**src/rtl/riscv_pkg.sv**
```systemverilog
// Shared widths and types for the writeback stage and its scoreboard.
package riscv_pkg;

   localparam int XLEN       = 32;
   localparam int NREGS      = 32;
   localparam int REG_ADDR_W = $clog2(NREGS);

   typedef logic [REG_ADDR_W-1:0] reg_addr_t;

   typedef struct packed {
      logic            we;
      reg_addr_t       rd;
      logic [XLEN-1:0] data;
   } wb_req_t;

endpackage

```
**src/rtl/riscv_scoreboard.sv**
```systemverilog
// Pending-write mask for long-latency results plus the busy lookups decode needs.
// A register is busy while a long result is outstanding or while it sits in the
// writeback register and has not yet reached the regfile.
module riscv_scoreboard
   import riscv_pkg::*;
(
   input  logic      clk_i,
   input  logic      rst_n_i,
   input  logic      set_en_i,
   input  reg_addr_t set_rd_i,
   input  logic      clr_en_i,
   input  reg_addr_t clr_rd_i,
   input  logic      wb_we_i,
   input  reg_addr_t wb_rd_i,
   input  reg_addr_t ra_i,
   input  reg_addr_t rb_i,
   input  reg_addr_t rd_i,
   output logic      busy_ra_o,
   output logic      busy_rb_o,
   output logic      busy_rd_o,
   output logic      any_pending_o
);

   logic [NREGS-1:0] pending_q;
   logic [NREGS-1:0] pending_d;
   logic [NREGS-1:0] set_mask;
   logic [NREGS-1:0] clr_mask;

   // Decode set/clear into one-hot masks; set is applied after clear so a
   // new long issue survives a same-edge completion to the same register.
   always_comb begin
      set_mask = '0;
      clr_mask = '0;
      if (set_en_i && (set_rd_i != '0)) set_mask[set_rd_i] = 1'b1;
      if (clr_en_i && (clr_rd_i != '0)) clr_mask[clr_rd_i] = 1'b1;
      pending_d = (pending_q & ~clr_mask) | set_mask;
   end

   // Pending mask register.
   always_ff @(posedge clk_i or negedge rst_n_i) begin
      if (!rst_n_i) pending_q <= '0;
      else          pending_q <= pending_d;
   end

   assign busy_ra_o = (ra_i != '0) && (pending_q[ra_i] || (wb_we_i && (wb_rd_i == ra_i)));
   assign busy_rb_o = (rb_i != '0) && (pending_q[rb_i] || (wb_we_i && (wb_rd_i == rb_i)));
   assign busy_rd_o = (rd_i != '0) && (pending_q[rd_i] || (wb_we_i && (wb_rd_i == rd_i)));

   assign any_pending_o = |pending_q;

endmodule

```
**src/rtl/riscv_writeback.sv**
```systemverilog
// Writeback stage: ALU-over-LSU arbiter feeding a one-entry register that drives
// the regfile write port, plus the hazard signal decode stalls on.
module riscv_writeback
   import riscv_pkg::*;
(
   input  logic            clk_in,
   input  logic            rst_n_in,
   input  logic            alu_valid_in,
   input  reg_addr_t       alu_rd_in,
   input  logic [XLEN-1:0] alu_data_in,
   input  logic            lsu_valid_in,
   output logic            lsu_ready_out,
   input  reg_addr_t       lsu_rd_in,
   input  logic [XLEN-1:0] lsu_data_in,
   input  logic            issue_valid_in,
   input  logic            issue_long_in,
   input  reg_addr_t       issue_rd_in,
   input  reg_addr_t       ra_in,
   input  reg_addr_t       rb_in,
   output logic            hazard_out,
   output logic            wb_we_out,
   output reg_addr_t       wb_rd_out,
   output logic [XLEN-1:0] wb_data_out,
   output logic            idle_out
);

   wb_req_t wb_q;
   wb_req_t wb_d;
   logic    lsu_hs;
   logic    busy_ra;
   logic    busy_rb;
   logic    busy_rd;
   logic    any_pending;

   assign lsu_ready_out = rst_n_in & ~alu_valid_in;
   assign lsu_hs        = lsu_valid_in & lsu_ready_out;

   // Pick the winner; x0 results complete their handshake but never write.
   // With no winner, rd/data hold and only the write enable drops.
   always_comb begin
      wb_d    = wb_q;
      wb_d.we = 1'b0;
      if (alu_valid_in) begin
         wb_d.we   = (alu_rd_in != '0);
         wb_d.rd   = alu_rd_in;
         wb_d.data = alu_data_in;
      end else if (lsu_hs) begin
         wb_d.we   = (lsu_rd_in != '0);
         wb_d.rd   = lsu_rd_in;
         wb_d.data = lsu_data_in;
      end
   end

   // Writeback output register.
   always_ff @(posedge clk_in or negedge rst_n_in) begin
      if (!rst_n_in) wb_q <= '0;
      else           wb_q <= wb_d;
   end

   riscv_scoreboard u_sb (
      .clk_i         (clk_in),
      .rst_n_i       (rst_n_in),
      .set_en_i      (issue_valid_in & issue_long_in & ~hazard_out),
      .set_rd_i      (issue_rd_in),
      .clr_en_i      (lsu_hs),
      .clr_rd_i      (lsu_rd_in),
      .wb_we_i       (wb_q.we),
      .wb_rd_i       (wb_q.rd),
      .ra_i          (ra_in),
      .rb_i          (rb_in),
      .rd_i          (issue_rd_in),
      .busy_ra_o     (busy_ra),
      .busy_rb_o     (busy_rb),
      .busy_rd_o     (busy_rd),
      .any_pending_o (any_pending)
   );

   // The rd term keeps a younger write from overtaking an outstanding long one.
   assign hazard_out  = issue_valid_in & (busy_ra | busy_rb | busy_rd);
   assign wb_we_out   = wb_q.we;
   assign wb_rd_out   = wb_q.rd;
   assign wb_data_out = wb_q.data;
   assign idle_out    = ~any_pending & ~wb_q.we;

endmodule

```
**config.mk**
```make
export PLATFORM = sky130hd
export DESIGN_NAME = riscv_writeback
export DESIGN_NICKNAME = d
export VERILOG_FILES = /design/src/rtl/riscv_pkg.sv /design/src/rtl/riscv_scoreboard.sv /design/src/rtl/riscv_writeback.sv
export SDC_FILE = /design/constraint.sdc
export NUM_CORES = 1
export LEC_CHECK = 0
export BUFFER_PORTS_ARGS = -buffer_cell sky130_fd_sc_hd__buf_2
export CAP_MARGIN = 20
export CELL_PAD_IN_SITES_DETAIL_PLACEMENT = 1
export CELL_PAD_IN_SITES_GLOBAL_PLACEMENT = 1
export CORE_ASPECT_RATIO = 1.5
export CORE_UTILIZATION = 42
export DETAILED_ROUTE_END_ITERATION = 8
export GPL_TIMING_DRIVEN = 1
export MAX_ROUTING_LAYER = met4
export PLACE_DENSITY_LB_ADDON = 0.1
export SLEW_MARGIN = 0
export SYNTH_ARGS = -nofsm -noshare
export SYNTH_HDL_FRONTEND = slang
export SYNTH_SLANG_ARGS = --single-unit
```
**constraint.sdc**
```tcl
create_clock -name clk_in -period 5 [get_ports clk_in]
set_input_delay 0.25 -clock clk_in [delete_from_list [all_inputs] [get_ports clk_in]]
set_output_delay 0.25 -clock clk_in [all_outputs]
set_load 0.1 [all_outputs]
```
======== Word-level counts from Yosys, hierarchy flattened ========
Cells that the tools add are included.
word-level totals
  register bits ........................... 70
  latch bits .............................. 0
  RAM bits ................................ 0
  memory bits (read-only) ................. 0
  input port bits ......................... 95
  memories kept ........................... 0
cells by class
  add/sub/neg operators ................... 0
  multipliers ............................. 0
  div/mod/pow operators ................... 0
  magnitude comparators ................... 6
  equal/unequal tests ..................... 3
  shift-type cells ........................ 0
  multiplexer cells ....................... 14
  bitwise gates (word level) .............. 15
  reductions and logical operators ........ 20
operators by type and width
  cell                number
  $mux 38             2
  $mux 32             2
  $and 32x32->32      1
  $not 32->32         1
  $or 32x32->32       1
  $reduce_or 32->1    1
  $reduce_bool 5->1   5
  $lt 5x6->1 const B  4
  $bmux 1 s5          3
  $eq 5x5->1          3
  $demux 1 s5         2
  $ge 5x1->1 const B  2
  $logic_and 1x1->1   10
  $and 1x1->1         6
  $mux 1              5
  $not 1->1           4
  $logic_or 1x1->1    3
  $or 1x1->1          2
  $reduce_bool 2->1   1

======== Depth between registers and ports, before layout ========
  word-level depth ........................ 12
  gate-level depth with buffers ........... 9
  depth with buffers taken out ............ 6

======== Modules after synthesis ========
From an unflattened synthesis, not the netlist that was laid out.
unflattened totals
  cell total of the unflattened synthesis .. 422
  area total of the unflattened synthesis .. 4112.7 µm²
modules (own cells, without submodules)
  module            instances  cells each  area each (µm²)
  riscv_scoreboard  1          250         2479.9
  riscv_writeback   1          172         1632.8

======== Worst setup path before layout ========
No wires, ideal clock.
  path kind ............................... register to output
  start point ............................. reg wb_q, in the netlist wb_we_out
  end point ............................... out idle_out
  data arrival time ....................... 3.244 ns
  setup slack ............................. 1.506 ns
  cell stages (with the launch flop) ...... 4
  buffers on the path ..................... 0
  cells stage by stage .................... dfrtp_1 > nor4_1 > nand4_1 > nor3_1
between the ends
  word-level cells in the longest chain between the ends .. 2
RTL lines
  what                      RTL line               text
  start: declaration        riscv_writeback.sv:27  wb_req_t wb_q;
  start signal: assignment  riscv_writeback.sv:57  else wb_q <= wb_d;
  $not 1->1                 riscv_writeback.sv:83  assign idle_out = ~any_pending & ~wb_q.we;
  $and 1x1->1               riscv_writeback.sv:83
  end: declaration          riscv_writeback.sv:24  output logic idle_out
Every way passes these cells.

======== Worst setup path in the final report ========
  start point ............................. reg u_sb.pending_q[19]
  end point ............................... out hazard_out
between the ends
  word-level cells in the longest chain between the ends .. 7
RTL lines
  what                                         RTL line                                        text
  start: declaration                           riscv_scoreboard.sv:24                          logic [NREGS-1:0] pending_q;
  start signal: assignment                     riscv_scoreboard.sv:42                          else pending_q <= pending_d;
  $bmux 1 s5, on equally long branches         riscv_scoreboard.sv:45, riscv_scoreboard.sv:46
  $mux 1, on equally long branches             riscv_scoreboard.sv:45, riscv_scoreboard.sv:46
  $logic_or 1x1->1, on equally long branches   riscv_scoreboard.sv:45, riscv_scoreboard.sv:46
  $logic_and 1x1->1, on equally long branches  riscv_scoreboard.sv:45, riscv_scoreboard.sv:46
  $or 1x1->1                                   riscv_writeback.sv:79                           assign hazard_out = issue_valid_in & (busy_ra | busy_rb | busy_rd);
  $or 1x1->1 (*)                               riscv_writeback.sv:79
  $and 1x1->1 (*)                              riscv_writeback.sv:79
  end: declaration                             riscv_writeback.sv:20                           output logic hazard_out,
Mark *: on every way between the ends. The rest lies on a longest branch, timed or not. The select of a mux whose other input is x is not followed.

==> results.json <==
{
  "post_drt_wl_per_cell_um": 21.4,
  "first_pass_iters": 4,
  "p_leak_nw": 2.53,
  "yosys_warnings": 0,
  "power_switching_mw": 0.810,
  "port_buffers": 135,
  "dp_cells": 744,
  "p_clk_share_pct": 34.3,
  "power.total_mw": 2.11,
  "synth_edf_count": 0,
  "syn_nets": 597,
  "pwr-share-comb_pct": 31.2,
  "tns_ns": 0,
  "synth_most_common_cell": "nand2_1",
  "dieArea_mm2": 0.0115,
  "ctsHoldBuffers": 0,
  "via_count": 4632,
  "syn_to_final_growth_pct": 22.8,
  "reg2reg_from": "wb_rd_out[2]",
  "avgSynthCellArea_um2": 9.25,
  "tightest_slew_ns": 1.06,
  "synth_seq_cells": 70,
  "fin_skew_ns": 0.00586,
  "maxSlewViolCount": 0,
  "slew_headroom_pct": 29.4,
  "path_buf_inv": 2,
  "antenna_found_initial": 0,
  "drive_gt1_share_pct": 33.0,
  "clockBufferDepth": 2,
  "async_flop_share_pct": 100,
  "path_clk_slew_ns": 0.06,
  "worstSetupPathType": "reg -> out",
  "path_max_fanout": 18,
  "critical_path.max_stage_delay_ns": 0.50,
  "slowest_stage": "nor3_4",
  "clk_latency_ns": 0.33,
  "post-route-min-period_ns": 3.24,
  "grt_usage_pct": 30.8,
  "grt.overflow.total": 0,
  "rsz0062_at_grt": "no",
  "rows": 46,
  "tritoncts": "done",
  "ant_nets": 0,
  "yosysTopAreaCell": "dfrtp_1",
  "cp.arrival_ns": 2.99,
  "holdWs_ns": 0.127,
  "yosys-top-cells-area": "dfrtp_1 38%, mux4_2 8.2%, nand2_1 7.1%, a22oi_1 6.1%, o21ai_0 3.8%",
  "ys_types": 53,
  "die_w_um": 87.8,
  "critPathLaunchType": "flop",
  "die_y_um": 131,
  "cts_resized": 0,
  "critPathCaptureType": "primary output",
  "fillers": 1252,
  "crit_chain": "mux4_2 > a22oi_1 > o21ai_1 > nor3_4 > buf_4 > a21oi_1 > o31a_1 > buf_2",
  "n_antenna_cell": 0,
  "grt_pass1_vias": 4761,
  "ir_drop_mv": 0.189,
  "hold_viol": 0,
  "cts_setup_buffers": 0,
  "synth_ff_type": "dfrtp_1",
  "drc": 0,
  "timing.fmax_ghz": 0.308,
  "setup_violations": 0,
  "max_cap_violations": 0,
  "post-dp-hpwl_um": 12400,
  "vias_per_cell": 6.09,
  "numCtsBuffers": 9,
  "synth_top_area_share_pct": 37.7,
  "final_cells": 760,
  "hp-start": "lsu_data_in[25]",
  "grt_pass1_wl_um": 25400,
  "postSynthCellCount": 502,
  "start_util_pct": 43.6,
  "status": "completed",
  "p_per_area_mw_per_mm2": 370,
  "postPlaceCellArea_mm2": 0.00536,
  "cts_root_buffer": "clkbuf_16",
  "htree_num_levels": 3,
  "internal_power_mw": 1.30,
  "pin_count": 136,
  "cp-startpoint": "u_sb.pending_q[19]",
  "seqPwrFrac_pct": 34.5,
  "drt_iter0_markers": 320,
  "critPathTopFamily": "compound AO/OA/AOI/OAI gates",
  "cts_sinks": 70,
  "synth.top_cells.by_count": "88 x nand2_1, 70 x dfrtp_1, 38 x a22oi_1, 35 x o21ai_0, 30 x clkbuf_1",
  "min_path_type": "in -> reg",
  "cp.required_ns": 4.75,
  "netlist_area_mm2": 0.00464,
  "min_period_over_period_pct": 64.8,
  "nNetsFinal": 706,
  "routabilityCongestion": 0.944,
  "grt_max_degree": 71,
  "final_cell_area_mm2": 0.00570,
  "coreArea_mm2": 0.0106,
  "drt_wl_total_um": 16300,
  "seq_area_frac_synth_pct": 37.7,
  "switching_share_pct": 38.4
}
==> power by group through the flow <==
stage	logic (mW)	clock network [mW]	registers, mW
floorplan	0.270	0	0.932
global placement	0.645	0	0.730
detailed placement	0.658	0	0.733
CTS	0.660	0.734	0.724
global route	0.699	0.761	0.733
finish	0.658	0.723	0.726
==> layout make-up <==
class	count	area (um2)	area share, %
clock buffer	12	267	4.68
clock inverter	4	76.3	1.34
inverter	2	7.51	0.132
multi-input combinational	385	2680	47.0
sequential	70	1750	30.7
tap	144	180	3.16
timing repair buffer	143	736	12.9
==> state kept, by name (all words and copies together), names as in the netlist <==
register / cells
u_sb.pending_q: 32
wb_data_out: 32
wb_rd_out: 5
wb_we_out: 1
==> cell families after synthesis <==
group | count (synthesis) | synth area share [%]
simple gates | 197 | 20.9
compound gates | 140 | 21.6
flops | 70 | 37.7
buf+inv | 47 | 4.69
mux | 33 | 12.2
xor+xnor | 15 | 2.83
==> layout by cell type, fill, tap and decap left out, types with 2 or more instances in the layout <==
cell / count
mux2_2: 5
nand3b_1: 6
nor2b_1: 5
nand2b_1: 9
nand4_1: 11
mux4_2: 17
a21oi_1: 2
xor2_1: 4
clkbuf_16: 9
o2111ai_1: 17
buf_4: 8
a31oi_1: 4
clkbuf_8: 3
nand2_1: 88
or3_1: 3
o31ai_1: 3
o21ai_0: 35
mux2i_1: 10
nand3_1: 14
buf_2: 135
a22oi_1: 38
o31ai_2: 12
nor3b_1: 2
bufinv_16: 2
inv_1: 2
xnor2_1: 11
nor2_2: 2
o211ai_1: 3
dfrtp_1: 70
nor3_1: 7
nor2_1: 27
nor4_1: 9
o21ai_1: 17
and3_1: 3
==> through the flow <==
| stage | worst slack (ns) | utilization [%] |
|---|---|---|
| 6_report | 1.76 | 53.5 |
| 5_1_grt | 1.62 | 53.5 |
| 4_1_cts | 1.72 | 53.5 |
| 3_5_place_dp | 1.79 | 50.3 |
| 3_3_place_gp | 1.86 | 50.3 |
| 2_1_floorplan | 1.51 | - |
==> worst register-to-register path, cell delays in order, from the launching register on <==
cell,delay (ns)
dfrtp_1,0.53
xor2_1,0.18
nor4_1,0.07
nand3_1,0.23
o2111a_1,0.93
nand4_1,0.29
o31ai_1,0.25
==> routing by layer <==
metal  vias to the layer above  global-route usage (%)  wire, um
met2                       186                    51.8      8300
met3                        48                    5.40       931
met4                         0                    16.0       826
li1                       2104                       -         -
met5                         -                       -         0
met1                      2294                    34.7      6210
==> worst paths after layout <==
path                                      endpoint  slack (ns)  depth (start not counted)
worst max-delay path                    hazard_out        1.76                          8
worst min-delay path               wb_data_out[25]        0.13                          3
worst max register to register   u_sb.pending_q[1]        2.42                          6
worst min register to register      wb_data_out[7]        0.47                          2
max in group asynchronous       u_sb.pending_q[10]        4.19                          2
min in group asynchronous       u_sb.pending_q[31]        0.20                          2
Power figures use the tool's default switching activity.
